--- config.mk ---
export PLATFORM = sky130hd
export DESIGN_NAME = shift_merge_mask_24
export DESIGN_NICKNAME = d
export VERILOG_FILES = /design/src/rtl/shift_merge_mask_24_pkg.sv /design/src/rtl/shift_merge_mask_comb.sv /design/src/rtl/shift_merge_mask_24.sv
export SDC_FILE = /design/constraint.sdc
export NUM_CORES = 1
export LEC_CHECK = 0
export ABC_AREA = 1
export CORE_ASPECT_RATIO = 0.7
export CORE_MARGIN = 4
export CORE_UTILIZATION = 53
export DETAILED_ROUTE_END_ITERATION = 8
export PLACE_DENSITY = 0.77
export SYNTH_ARGS = -nofsm -noshare
export SYNTH_HDL_FRONTEND = slang
export SYNTH_SLANG_ARGS = --single-unit
export TNS_END_PERCENT = 30
--- constraint.sdc ---
create_clock -name clk -period 0.8 [get_ports clk]
set_input_delay 0.12 -clock clk [delete_from_list [all_inputs] [get_ports clk]]
set_output_delay 0.12 -clock clk [all_outputs]
set_load 0.05 [all_outputs]
--- src/rtl/shift_merge_mask_24_pkg.sv ---
// Shared constants for the 24-bit shift-merge field-mask generator.
//   WORD_W    : mask width (only 24 supported)
//   AMT_W     : width of the lft/rht zero counts
//   MASK_ALL  : every bit selected
//   MASK_NONE : no bit selected
package shift_merge_mask_24_pkg;

  localparam int unsigned WORD_W = 24;
  localparam int unsigned AMT_W  = 5;
  // Counts are widened by one bit so sums like i + rht cannot wrap.
  localparam int unsigned EVAL_W = AMT_W + 1;

  localparam logic [0:WORD_W-1] MASK_ALL  = 24'hFFFFFF;
  localparam logic [0:WORD_W-1] MASK_NONE = 24'h000000;

endpackage

--- src/rtl/shift_merge_mask_comb.sv ---
// Combinational field-mask decode for the shift-merge unit.
//   lft [0:4]  : zero bits at the MSB end (bit 0), 0..31
//   rht [0:4]  : zero bits at the LSB end (bit 23), 0..31
//   m   [0:23] : contiguous run of ones, m[0] = MSB
module shift_merge_mask_comb
  import shift_merge_mask_24_pkg::*;
(
  input  logic [0:AMT_W-1]  lft,
  input  logic [0:AMT_W-1]  rht,
  output logic [0:WORD_W-1] m
);

  logic [0:WORD_W-1] left_mask;
  logic [0:WORD_W-1] right_mask;
  logic [EVAL_W-1:0] lft_w;
  logic [EVAL_W-1:0] rht_w;

  assign lft_w = {1'b0, lft};
  assign rht_w = {1'b0, rht};

  // Thermometer decodes. i <= 23 - rht is evaluated as i + rht <= 23 so a
  // count of 24..31 saturates to an all-zero half-mask instead of wrapping.
  always_comb begin
    left_mask  = MASK_NONE;
    right_mask = MASK_NONE;
    for (int i = 0; i < int'(WORD_W); i++) begin
      left_mask[i]  = (EVAL_W'(i) >= lft_w);
      right_mask[i] = ((EVAL_W'(i) + rht_w) <= EVAL_W'(WORD_W - 1));
    end
  end

  // Crossed or empty fields fall out of the AND as all zeros.
  assign m = left_mask & right_mask;

endmodule

--- src/rtl/shift_merge_mask_24.sv ---
// Registered field-mask generator for the 24-bit shift-merge unit.
//   clk        : rising-edge clock
//   rst        : asynchronous active-low reset
//   en         : capture the mask for lft/rht on this edge
//   lft [0:4]  : zero bits at the MSB end
//   rht [0:4]  : zero bits at the LSB end
//   y   [0:23] : registered mask, y[0] = MSB
//   y_vld      : high the cycle after an en cycle
module shift_merge_mask_24
  import shift_merge_mask_24_pkg::*;
(
  input  logic              clk,
  input  logic              rst,
  input  logic              en,
  input  logic [0:AMT_W-1]  lft,
  input  logic [0:AMT_W-1]  rht,
  output logic [0:WORD_W-1] y,
  output logic              y_vld
);

  logic [0:WORD_W-1] m;

  shift_merge_mask_comb u_comb (
    .lft (lft),
    .rht (rht),
    .m   (m)
  );

  // Output register; y holds when en is low, y_vld tracks en one cycle late.
  always_ff @(posedge clk or negedge rst) begin
    if (!rst) begin
      y     <= MASK_NONE;
      y_vld <= 1'b0;
    end else begin
      y_vld <= en;
      if (en) begin
        y <= m;
      end
    end
  end

endmodule

==> results of run 1 <==
## stage by stage
stage / TNS, ns / cell area (um2) / hold WS [ns]
after floorplan: -5.23 / 2280 / -0.176
after global placement: -21.15 / 3220 / 0.486
after detailed placement: -22.37 / 3220 / 0.506
## cell usage after synthesis, types with 2 or more instances
| cell | instances |
|---|---|
| inv_1 | 13 |
| o21ai_0 | 7 |
| nor3_2 | 2 |
| o21ai_1 | 17 |
| dfrtp_1 | 25 |
| buf_6 | 3 |
| ha_1 | 16 |
| xnor2_1 | 2 |
| xor2_1 | 3 |
| nand2_2 | 2 |
| nand2_1 | 136 |
| buf_2 | 4 |
| nand3_1 | 31 |
| buf_4 | 3 |
| nor2_1 | 26 |
| a21oi_1 | 7 |
| inv_2 | 10 |
| a21oi_2 | 2 |
| nand3_2 | 4 |
| nor3_1 | 3 |
## logic make-up after synthesis
group / Yosys count / share of synthesized area (%)
and+or+nand+nor: 208 / 42.6
buffers and inverters: 35 / 8.11
AOI/OAI and AO/OA: 34 / 8.47
DFF: 25 / 29.4
adders and majority gates: 16 / 9.41
xor gates and xnor gates: 5 / 2.06
==> flow_summary.rst, run 1 <==
.. list-table::
   :header-rows: 1

   * - Metric
     - Value
   * - Horizontal die dimension
     - 83.7 um
   * - Stage where the run ended
     - clock tree synthesis (4_1_cts)
   * - # placed instances
     - 447
   * - YS warnings
     - 0
   * - Post-place setup slack
     - -1.01 ns
   * - Buffers inserted during post-CTS setup optimization
     - 13
   * - #FFs+latches synth
     - 25
   * - Initial core utilization
     - 57.6%
   * - Post-Syn Nets
     - 352
   * - Hold_buf cts
     - 0
   * - Count of input and output buffers
     - 37
   * - Summed instance area of the synthesized netlist
     - 0.00213 mm2
   * - Dpl hpwl
     - 6130 um
   * - Bufs on Longest Clock Path
     - 2
   * - Average instance area after synthesis
     - 6.59 um2
   * - Number of H-tree branching levels
     - 1
   * - Clock root buffer master
     - clkbuf_8
   * - Die span in y
     - 61.0 um
   * - Num Clock Sinks
     - 25
   * - Largest cells by area after synthesis
     - dfrtp_1, nand2_1, ha_1, nand3_1, nor2_1
   * - Cell Rows
     - 18
   * - Share of flip-flops with an asynchronous set or reset after synthesis
     - 100%
   * - Count of distinct cell types in the synthesized netlist
     - 27
   * - Stop Error
     - [ERROR DPL-0038] Utilization greater than 100%, impossible to legalize
   * - Last weighted congestion value of the routability-driven placer
     - 0.945
   * - Total clock buffers created by CTS
     - 3
   * - Sequential share of the synthesized area
     - 29.4%
   * - Number of flops mapped to enable cells by yosys
     - 0
   * - Synth Flop Type
     - dfrtp_1
   * - Count of cells resized by post-cts repair
     - 140
   * - Status
     - stopped before the end
   * - I/O pin total
     - 38
   * - Cells after synthesis
     - 323
   * - Yosys top cell by area
     - dfrtp_1
   * - Area fraction of the dominant cell type after synthesis
     - 29.4%
==> run 2, diff against run 1 <==
CORE_ASPECT_RATIO = not set   (was 0.7)
CORE_UTILIZATION = 40   (was 53)
PLACE_DENSITY = not set   (was 0.77)
PLACE_DENSITY_LB_ADDON = 0.15   (was not set)
==> run 2 against run 1 <==
Against the previous run:
- the flow now finishes, with violations (setup timing)
- synthesized cell count unchanged
- area after synthesis unchanged
==> flow_summary.rst, run 2 <==
.. list-table::
   :header-rows: 1

   * - Metric
     - Value
   * - Status
     - finished, violations left
   * - Failing checks
     - setup timing
   * - Residual DRC count
     - 0
   * - Clock root buffer master
     - clkbuf_8
   * - Max reg flops
     - 24
   * - Sequential share of the synthesized area
     - 29.4% (unchanged)
   * - Number of global-route vias before repair
     - 2,511
   * - #FFs+latches synth
     - 25 (unchanged)
   * - Total clock buffers created by CTS
     - 3 (unchanged)
   * - Proportion of layout cells with a drive suffix above 1
     - 53.8%
   * - Area fraction of the dominant cell type after synthesis
     - 29.4% (unchanged)
   * - Highest-delay cell along the critical path
     - dfrtp_1
   * - Area of the die
     - 0.00655 mm2
   * - R2r startpoint
     - y[21]
   * - Number of flops mapped to enable cells by yosys
     - 0 (unchanged)
   * - Core region area
     - 0.00514 mm2
   * - Total non-filler cell area in the finished layout
     - 0.00403 mm2
   * - Int Pwr
     - 2780 uW
   * - Average instance area after synthesis
     - 6.59 um2 (unchanged)
   * - Worst Min Path Start
     - en
   * - Cells after synthesis
     - 323 (unchanged)
   * - Max Slew Vio Count
     - 0
   * - Number of cells on the worst reg-to-reg path
     - 3
   * - Clk network pwr share
     - 16.7%
   * - Top reg by flops
     - y
   * - Summed instance area of the synthesized netlist
     - 0.00213 mm2 (unchanged)
   * - Relative contribution of sequential cells to total power
     - 32.3%
   * - Worst Hold Class
     - in2reg
   * - Worst IR drop on VDD
     - 761 uV
   * - Post-route minimum period
     - 1.00 ns
   * - Worst clock skew
     - 0 ns
   * - Largest cells by area after synthesis
     - dfrtp_1, nand2_1, ha_1, nand3_1, nor2_1
   * - Number of failing hold endpoints at the final stage
     - 0
   * - Fmax achieved
     - 998 MHz
   * - CP startpoint kind
     - register
   * - Cell with the most instances after synthesis
     - nand2_1
   * - First-pass GRT wire length
     - 12,400 um
   * - Horizontal die dimension
     - 80.9 um (-3.3%)
   * - Number of antenna violations at the first check in global routing
     - 0
   * - Diode count
     - 0
   * - Bufs on Longest Clock Path
     - 2 (unchanged)
   * - ANT nets after route
     - 0
   * - Hold_buf cts
     - 0 (unchanged)
   * - TritonCTS clock tree
     - built
   * - Total grt overflow
     - 0
   * - Maximum number of pins on one net before global-route repair
     - 26
   * - First DRT Iteration DRCs
     - 169
   * - Crit-path max FO
     - 2
   * - Number of H-tree branching levels
     - 1 (unchanged)
   * - Final routed wirelength across all metal layers
     - 8150 um
   * - Vias/cell
     - 5.15
   * - I/O pin total
     - 38 (unchanged)
   * - YS warnings
     - 0 (unchanged)
   * - Min-Delay Path Depth
     - 1
   * - Last weighted congestion value of the routability-driven placer
     - 0.976 (+3.3%)
   * - Die span in y
     - 80.9 um (+33%)
   * - Endpoint of the lowest-slack register-to-register path
     - y[21]
   * - Dpl hpwl
     - 5500 um (-10%)
   * - Cell Rows
     - 26 (+8)
   * - Area growth from synthesis to layout
     - 89.2%
   * - Leakage power
     - 0.00190 uW
   * - Synth Flop Type
     - dfrtp_1
   * - Total iterations of the first detailed-routing run
     - 4
   * - RSZ-0062 raised after global routing
     - true
   * - Registers with the highest flip-flop counts
     - y x24, y_vld x1
   * - Sw Share
     - 39.3%
   * - Crit path setup slack, layout
     - -0.202 ns
   * - Share of flip-flops with an asynchronous set or reset after synthesis
     - 100% (unchanged)
   * - Detail-routed net length per standard cell
     - 16.4 um
   * - Commonest cells after routing, fill and taps aside
     - nand2_1, buf_4, buf_12, nand2_2, dfrtp_1
   * - Type of destination of the critical path
     - output port
   * - Class of the most critical setup path
     - reg2out
   * - Yosys top cell by area
     - dfrtp_1
   * - NetSw
     - 1790 uW
   * - Cell breakdown of the critical path
     - buf_12
   * - Required arrival time at the worst endpoint
     - 0.68 ns
   * - Count of distinct cell types in the synthesized netlist
     - 27 (unchanged)
   * - Max stage delay on crit path
     - 0.44 ns
   * - Overall global routing resource usage
     - 24.7%
   * - Most numerous cell types in the synthesized netlist
     - nand2_1, nand3_1, nor2_1
   * - Final layout net count
     - 456
   * - Initial core utilization
     - 41.4% (-16 points)
   * - Worst skew pair latency
     - 0.27 ns
   * - Period Utilization, post-route
     - 125%
   * - Hold Path End
     - y_vld
   * - Worst slew slack as a fraction of its limit
     - 83.3%
   * - Arr. time, crit path
     - 0.88 ns
   * - Final Total Pwr
     - 4570 uW
   * - Reported max-cap violation count
     - 0
   * - Placed Instance Area
     - 0.00331 mm2 (+2.8%)
   * - Leading cell type in the layout, fill and taps excluded
     - nand2_1
   * - Part of the power in combinational logic
     - 51.0%
   * - FF-to-FF setup slack
     - 0 ns
   * - Transition at the pin with the smallest max-transition slack
     - 0.249 ns
   * - Final-report setup violation count
     - 49
   * - Vias
     - 2,554
   * - Family with the most delay on the worst path
     - flip-flops
   * - Power per standard cell area
     - 1130 mW/mm2
   * - Count of input and output buffers
     - 37 (unchanged)
   * - Total Neg Setup Slack
     - -6.87 ns
   * - Post-Syn Nets
     - 352 (unchanged)
   * - Clock Pin Slew Worst Setup and Hold Paths
     - 0.09 ns
   * - Fillcell total
     - 359
   * - Num Clock Sinks
     - 25 (unchanged)
   * - Buffers plus inverters on the worst setup path
     - 1
## run 2: cell families after synthesis
family	after synthesis	share of synthesized area [%]
AO/OA/AOI/OAI	34	8.47
XOR/XNOR	5	2.06
adder cells (fa/ha/maj)	16	9.41
buffers and inverters	35	8.11
flip-flops	25	29.4
AND/OR/NAND/NOR	208	42.6
## run 2: routing by layer
metal,global-route usage [%],wire length (um),vias to the layer above
li1,-,-,1235
met1,31.3,3320,1205
met2,42.2,4190,96
met3,2.11,433,18
met4,11.7,205,0
met5,0,0,-
## run 2: worst max path at each step
stage           start    end  slack (ns)  depth (start not counted)
2_1_floorplan  rht[2]   y[5]       -0.28                         10
3_3_place_gp   rht[2]  y[20]       -1.01                          8
3_5_place_dp   rht[2]  y[20]       -1.02                          8
4_1_cts          y[6]   y[6]       -0.19                          1
5_1_grt        rht[2]   y[7]       -0.23                         10
6_report        y[21]  y[21]       -0.20                          1
## run 2: through the flow
stage,util [%],hold WS (ns),cells,worst slack (ns)
after floorplan,-,-0.176,323,-0.280
after global placement,64.5,0.492,474,-1.01
after detailed placement,64.5,0.505,474,-1.02
after CTS,74.3,0.171,487,-0.194
after global routing,78.4,0.169,496,-0.226
final,78.4,0.178,496,-0.202
## run 2: layout make-up
class | count | area [um2] | area share (%)
Tap cell | 70 | 87.6 | 2.17
Multi-Input combinational cell | 263 | 1880 | 46.7
Timing Repair Buffer | 108 | 1260 | 31.4
Clock inverter | 1 | 5.00 | 0.124
Sequential cell | 25 | 626 | 15.5
Inverter | 25 | 118 | 2.92
Clock buffer | 3 | 41.3 | 1.03
Timing Repair inverter | 1 | 6.26 | 0.155
## run 2: timing repair
item                       CTS  global route
cloned                       1             0
setup endpoints to repair   49            49
setup buffers                8             9
resized for setup          128            36
pin swaps                   47            29
## run 2: power groups by stage
| stage | registers [uW] | logic [uW] | clock network [uW] |
|---|---|---|---|
| 3_5_place_dp | 1500 | 1900 | 0 |
| 3_3_place_gp | 1500 | 1890 | 0 |
| 6_report | 1480 | 2330 | 762 |
| 2_1_floorplan | 1800 | 647 | 0 |
| 4_1_cts | 1480 | 2140 | 757 |
| 5_1_grt | 1490 | 2470 | 813 |
Power figures use the tool's default switching activity.
